===== src/rtl/emulador_hcsr04_if.sv =====
// Purpose: bundles the sensor-side signals of the HC-SR04 emulator.
//   trigger   : trigger pulse from the measuring side
//   distancia : emulated distance in cm (unsigned)
//   echo      : emulated echo pulse
//   ocupado   : emulator busy (any state other than INICIAL)
//   pronto    : one-cycle pulse when the emulator re-arms
//   db_estado : current FSM state code
// The master modport belongs to the measuring side; the emulator uses slave.
interface emulador_hcsr04_if;
    logic       trigger;
    logic [8:0] distancia;
    logic       echo;
    logic       ocupado;
    logic       pronto;
    logic [2:0] db_estado;

    modport master (
        output trigger,
        output distancia,
        input  echo,
        input  ocupado,
        input  pronto,
        input  db_estado
    );

    modport slave (
        input  trigger,
        input  distancia,
        output echo,
        output ocupado,
        output pronto,
        output db_estado
    );
endinterface


===== src/rtl/emulador_hcsr04.sv =====
// Purpose: emulates an HC-SR04 ultrasonic sensor. A qualified trigger pulse
// starts a cycle: burst delay, echo pulse proportional to the latched
// distance, hold-off, then re-arm with a one-cycle pronto pulse.
// Ports:
//   clock : system clock, rising edge
//   reset : asynchronous, active-high
//   bus   : emulador_hcsr04_if.slave (trigger, distancia, echo, ocupado,
//           pronto, db_estado)
// Optional feature: define EMULADOR_TIMEOUT_EN to make out-of-range distances
// (0 or > DIST_MAX) produce a TIMEOUT-wide echo. Without it, distances above
// DIST_MAX saturate and distance 0 skips the echo entirely.
module emulador_hcsr04 #(
    parameter int unsigned TICKS_CM = 2941,
    parameter int unsigned TRIG_MIN = 500,
    parameter int unsigned ATRASO   = 10000,
    parameter int unsigned DIST_MAX = 400,
    parameter int unsigned TIMEOUT  = 1900000,
    parameter int unsigned HOLDOFF  = 50000
) (
    input  logic              clock,
    input  logic              reset,
    emulador_hcsr04_if.slave  bus
);

    // One shared counter width covering every cycle count the FSM needs.
    localparam int unsigned MAX_A   = (TIMEOUT > ATRASO)   ? TIMEOUT : ATRASO;
    localparam int unsigned MAX_B   = (HOLDOFF > TRIG_MIN) ? HOLDOFF : TRIG_MIN;
    localparam int unsigned MAX_C   = (MAX_A > MAX_B)      ? MAX_A   : MAX_B;
    localparam int unsigned CNT_MAX = (MAX_C > TICKS_CM)   ? MAX_C   : TICKS_CM;
    localparam int unsigned CNT_W   = $clog2(CNT_MAX + 1);
    localparam int unsigned DIST_W  = 9;

    typedef enum logic [2:0] {
        INICIAL   = 3'b000,
        MEDE_TRIG = 3'b001,
        ESPERA    = 3'b010,
        ECO       = 3'b011,
        HOLD      = 3'b100
    } estado_t;

    estado_t             estado_q, estado_d;
    logic [CNT_W-1:0]    cnt_q, cnt_d;
    logic [CNT_W-1:0]    tick_q, tick_d;
    logic [DIST_W-1:0]   cm_q, cm_d;
    logic [DIST_W-1:0]   dist_q, dist_d;
    logic                trig_prev_q, trig_prev_d;
    logic                echo_q, echo_d;
    logic                ocupado_q, ocupado_d;
    logic                pronto_q, pronto_d;
`ifdef EMULADOR_TIMEOUT_EN
    logic                fora_q, fora_d;
`endif

    // State register; trigger history resets high so a held trigger is no edge.
    always_ff @(posedge clock or posedge reset) begin
        if (reset) begin
            estado_q    <= INICIAL;
            cnt_q       <= '0;
            tick_q      <= '0;
            cm_q        <= '0;
            dist_q      <= '0;
            trig_prev_q <= 1'b1;
            echo_q      <= 1'b0;
            ocupado_q   <= 1'b0;
            pronto_q    <= 1'b0;
`ifdef EMULADOR_TIMEOUT_EN
            fora_q      <= 1'b0;
`endif
        end else begin
            estado_q    <= estado_d;
            cnt_q       <= cnt_d;
            tick_q      <= tick_d;
            cm_q        <= cm_d;
            dist_q      <= dist_d;
            trig_prev_q <= trig_prev_d;
            echo_q      <= echo_d;
            ocupado_q   <= ocupado_d;
            pronto_q    <= pronto_d;
`ifdef EMULADOR_TIMEOUT_EN
            fora_q      <= fora_d;
`endif
        end
    end

    // Next-state and counter logic.
    always_comb begin
        estado_d    = estado_q;
        cnt_d       = cnt_q;
        tick_d      = tick_q;
        cm_d        = cm_q;
        dist_d      = dist_q;
        trig_prev_d = bus.trigger;
`ifdef EMULADOR_TIMEOUT_EN
        fora_d      = fora_q;
`endif
        unique case (estado_q)
            INICIAL: begin
                cnt_d = '0;
                if (bus.trigger && !trig_prev_q) begin
                    estado_d = MEDE_TRIG;
                    cnt_d    = CNT_W'(1);   // the edge cycle is the first high cycle
                end
            end
            MEDE_TRIG: begin
                if (bus.trigger) begin
                    if (cnt_q < CNT_W'(TRIG_MIN)) cnt_d = cnt_q + CNT_W'(1);
                end else if (cnt_q >= CNT_W'(TRIG_MIN)) begin
                    estado_d = ESPERA;
                    cnt_d    = '0;
`ifdef EMULADOR_TIMEOUT_EN
                    dist_d = bus.distancia;
                    fora_d = (bus.distancia == '0) ||
                             (bus.distancia > DIST_W'(DIST_MAX));
`else
                    dist_d = (bus.distancia > DIST_W'(DIST_MAX)) ?
                             DIST_W'(DIST_MAX) : bus.distancia;
`endif
                end else begin
                    estado_d = INICIAL;
                    cnt_d    = '0;
                end
            end
            ESPERA: begin
                if (cnt_q == CNT_W'(ATRASO - 1)) begin
                    cnt_d  = '0;
                    tick_d = '0;
                    cm_d   = '0;
`ifdef EMULADOR_TIMEOUT_EN
                    estado_d = ECO;
`else
                    estado_d = (dist_q == '0) ? HOLD : ECO;
`endif
                end else begin
                    cnt_d = cnt_q + CNT_W'(1);
                end
            end
            ECO: begin
`ifdef EMULADOR_TIMEOUT_EN
                if (fora_q) begin
                    if (cnt_q == CNT_W'(TIMEOUT - 1)) begin
                        estado_d = HOLD;
                        cnt_d    = '0;
                    end else begin
                        cnt_d = cnt_q + CNT_W'(1);
                    end
                end else
`endif
                if (tick_q == CNT_W'(TICKS_CM - 1)) begin
                    tick_d = '0;
                    cm_d   = cm_q + DIST_W'(1);
                    if (cm_d == dist_q) begin
                        estado_d = HOLD;
                        cnt_d    = '0;
                    end
                end else begin
                    tick_d = tick_q + CNT_W'(1);
                end
            end
            HOLD: begin
                if (cnt_q == CNT_W'(HOLDOFF - 1)) begin
                    estado_d = INICIAL;
                    cnt_d    = '0;
                end else begin
                    cnt_d = cnt_q + CNT_W'(1);
                end
            end
            default: begin
                estado_d = INICIAL;
                cnt_d    = '0;
                tick_d   = '0;
                cm_d     = '0;
            end
        endcase
    end

    // Output decode from the upcoming state so every output is a flop.
    always_comb begin
        echo_d    = 1'b0;
        ocupado_d = 1'b0;
        pronto_d  = 1'b0;
        echo_d    = (estado_d == ECO);
        ocupado_d = (estado_d != INICIAL);
        pronto_d  = (estado_q == HOLD) && (estado_d == INICIAL);
    end

    assign bus.echo      = echo_q;
    assign bus.ocupado   = ocupado_q;
    assign bus.pronto    = pronto_q;
    assign bus.db_estado = estado_q;

endmodule

===== src/flat_wrapper.sv =====
// flat-port wrapper written by rule: the top's interface ports become plain ports
module emulador_hcsr04_flat 
#(
    parameter int unsigned TICKS_CM = 2941,
    parameter int unsigned TRIG_MIN = 500,
    parameter int unsigned ATRASO   = 10000,
    parameter int unsigned DIST_MAX = 400,
    parameter int unsigned TIMEOUT  = 1900000,
    parameter int unsigned HOLDOFF  = 50000
)
  (clock, reset, bus_trigger, bus_distancia, bus_echo, bus_ocupado, bus_pronto, bus_db_estado);
  emulador_hcsr04_if bus_i ();
  input  logic clock;
  input  logic reset;
  input wire logic [$bits(bus_i.trigger)-1:0] bus_trigger;
  input wire logic [$bits(bus_i.distancia)-1:0] bus_distancia;
  output wire logic [$bits(bus_i.echo)-1:0] bus_echo;
  output wire logic [$bits(bus_i.ocupado)-1:0] bus_ocupado;
  output wire logic [$bits(bus_i.pronto)-1:0] bus_pronto;
  output wire logic [$bits(bus_i.db_estado)-1:0] bus_db_estado;
  assign bus_i.trigger = bus_trigger;
  assign bus_i.distancia = bus_distancia;
  assign bus_echo = bus_i.echo;
  assign bus_ocupado = bus_i.ocupado;
  assign bus_pronto = bus_i.pronto;
  assign bus_db_estado = bus_i.db_estado;
  emulador_hcsr04 #(.TICKS_CM(TICKS_CM), .TRIG_MIN(TRIG_MIN), .ATRASO(ATRASO), .DIST_MAX(DIST_MAX), .TIMEOUT(TIMEOUT), .HOLDOFF(HOLDOFF)) u_core (.clock(clock), .reset(reset), .bus(bus_i));
endmodule

===== config.mk =====
export PLATFORM = sky130hd
export DESIGN_NAME = emulador_hcsr04_flat
export DESIGN_NICKNAME = d
export VERILOG_FILES = /design/src/rtl/emulador_hcsr04_if.sv /design/src/rtl/emulador_hcsr04.sv /design/src/flat_wrapper.sv
export SDC_FILE = /design/constraint.sdc
export NUM_CORES = 1
export LEC_CHECK = 0
export CORE_MARGIN = 5
export CORE_UTILIZATION = 43
export CTS_BUF_LIST = sky130_fd_sc_hd__clkbuf_8
export DETAILED_ROUTE_END_ITERATION = 10
export PLACE_DENSITY_LB_ADDON = 0.2
export SKIP_CTS_REPAIR_TIMING = 1
export SYNTH_ARGS = -nofsm -noshare
export SYNTH_HDL_FRONTEND = slang
export SYNTH_SLANG_ARGS = --single-unit

===== constraint.sdc =====
create_clock -name clock -period 3.2 [get_ports clock]
set_input_delay 0.96 -clock clock [delete_from_list [all_inputs] [get_ports clock]]
set_output_delay 0.96 -clock clock [all_outputs]
set_load 0.005 [all_outputs]

==> out/results.txt <==
Htree depth - 3
Final wirelength - 9.26 mm
Routed Antenna Nets - 0
Worst-path cell with the longest stage delay - a31oi_1
Vias in the first global route - 3250
RSZ-0062 raised after global routing - no
Min Tclk post-route - 3.04 ns
Hold path start - u_core.cnt_q[18]
Final Core Density - 0.511
Fraction of layout cells with a size suffix above 1 - 0.0768
Final Hold Fails - 0
Yosys top cell area share - 0.420
Crit-path cells - or4_1 -> or4_1 -> o21ba_2 -> a31oi_1 -> a41oi_1 -> a31oi_1
R2R cell count - 6
Worst Tran Pin Value - 1.05 ns
Top post-synthesis cells by area - dfrtp_1 (42%), o21ai_0 (5.0%), nand2_1 (4.8%)
Pre-antenna DRT Iters - 4
# port buffers - 17
Final setup fails - 0
Die area - 0.0112 sq mm
#FFs+latches synth - 67
Die span in y - 106 microns
Tightest Hold Check Type - register to register
Slew Limit Fails - 0
Buffer and inverter count on the worst path - 0
CP peak stage delay - 0.66 ns
Worst r2r src - u_core.cnt_q[17]
GR Overflow Total - 0
Setup ws final - 0.164 ns
Worst Hold End - u_core.cnt_q[18]
Worst Path Required - 3.47 ns
N_diodes - 0
Distinct cells, synth - 57
CTS clock-pin slew for the worst setup and hold paths - 0.08 ns
Critical Path Stages - 6
Starting Density - 0.446
Total power - 1.76 mW
Number of max-cap violations - 0
Final Net Count - 494
Relative slew margins - 0.297
CP max FO - 8
Hold Crit Depth - 1
Ys flop type - dfrtp_1
Critical Path Start Type - register
Site Rows - 34
Dpl cells - 574
Worst Skew - 0.00912 ns
Hold WS - 0.508 ns
Pwr Density - 392 mW/mm^2
Gpl congestion - 0.836
CTS buffer count - 9
Dpl hpwl - 6.64 mm
Status - completed
# IOs - 18
Clock root buffer - clkbuf_8
RR Endpoint - u_core.cnt_q[18]
Design Area, Final - 0.00450 sq mm
Max Fclk - 329 MHz
First-pass GRT wire length - 15.7 mm
Setup TNS - 0 ns
Syn Nets - 475
Largest net degree at the start of global routing - 68
Cells after Synth - 458
Total number of vias - 3487
DR DRC count - 0
CTS tree - done
Peak VDD IR - 0.000231 V
Ys Warns - 0
Core Region - 0.00881 sq mm
Fillers - 851
Routed wire per std cell - 15.7 microns
GR Util All Layers - 0.171
Post-Layout Cell Count - 590
Die X - 106 microns
Ys async rst share - 1.00
Area after DPL - 0.00424 sq mm
Crit Path Category - register to register
Multi-input gate area - 0.00209 sq mm
Clock Latency Late Sink - 0.35 ns
Critical Path Sink Type - register
Vias per inst - 5.91
Commonest cells post-synth - dfrtp_1 (66), nand2_1 (50), o21ai_0 (39)
CTS Buffer Depth - 2
Pre-CTS worst setup slack - 0.142 ns
Number of flops mapped to enable cells by yosys - 0
Synthesized cell area - 0.00393 sq mm
DRT iter0 DRCs - 218
Static leakage - 1.83 nW
Area growth, synth to finish - 14.4%
Register Area - 0.00168 sq mm
Post-synthesis sequential area ratio - 0.427
Area leader, netlist - dfrtp_1
Syn avg cell area - 8.58 sq um
Initial antenna violation count - 0
Count leader, synth - dfrtp_1
Critical path's top delay family - compound AO/OA/AOI/OAI gates
Period utilization - 0.949
Critical Path AT - 3.30 ns
Clk sink count - 67
Flop-to-flop setup slack - 0.16 ns
[final cells by class]
| class | instances | share of cell area |
|---|---|---|
| Clock buffer | 10 | 0.0306 |
| Clock inverter | 6 | 0.0250 |
| Inverter | 24 | 0.0200 |
| Multi-Input combinational cell | 349 | 0.465 |
| Sequential cell | 67 | 0.373 |
| Tap cell | 108 | 0.0301 |
| Timing Repair Buffer | 26 | 0.0557 |
[layer usage]
layer | part of all wire | global-route usage
met1 | 0.48 | 0.233
met2 | 0.47 | 0.279
met3 | 0.034 | 0.0269
met4 | 0.014 | 0.0564
met5 | 0 | 0
[registers in the layout, indices dropped and copies added, names as in the netlist, 3 cells and up]
signal and count:
u_core.dist_q 9, u_core.bus.db_estado 3, u_core.cnt_q 21, u_core.cm_q 9
u_core.tick_q 21
[worst max-delay path by stage]
stage / from / endpoint
after floorplan: u_core.cnt_q[17] / u_core.tick_q[17]
after global placement: bus_trigger / u_core.cnt_q[18]
after detailed placement: bus_trigger / u_core.cnt_q[18]
after CTS: u_core.cnt_q[17] / u_core.cnt_q[0]
after global routing: u_core.cnt_q[17] / u_core.cnt_q[18]
final: u_core.cnt_q[17] / u_core.cnt_q[18]
[cells by family after synthesis]
logic type,count (synthesis),synth area share
AOI/OAI and AO/OA,118,0.191
xor gates and xnor gates,21,0.0468
adders and majority gates,5,0.0159
buffers and inverters,42,0.0423
DFF,67,0.427
muxes,4,0.0108
and+or+nand+nor,201,0.266
[worst reg2reg max path, stage by stage (launching register included)]
cell and delay, ns:
dfrtp_1 0.43, or4_1 0.59, or4_1 0.55, o21ba_2 0.30, a31oi_1 0.66, a41oi_1 0.22, a31oi_1 0.20
[power breakdown]
group	switching (mW)	leakage, nW	internal [mW]
registers	0.000335	0.840	0.847
logic	0.0240	0.862	0.0169
clock network	0.335	0.126	0.540
total	0.360	1.83	1.40
[cell usage in the layout (no fill, tap or decap), drive strengths merged, types with 5 or more instances in the layout]
master and n:
dfrtp 66, nand2 50, o21ai 41, nor2 31, nand3 31, inv 24, nor3 22, a21oi 18
clkdlybuf4s50 17, xnor2 14, or3 10, clkbuf 10, o22ai 9, or4 9, buf 9, o211ai 8
nand4 8, xor2 7, nor4 6, o31ai 6, a31oi 6, and3 5, ha 5
Power figures use the tool's default switching activity.
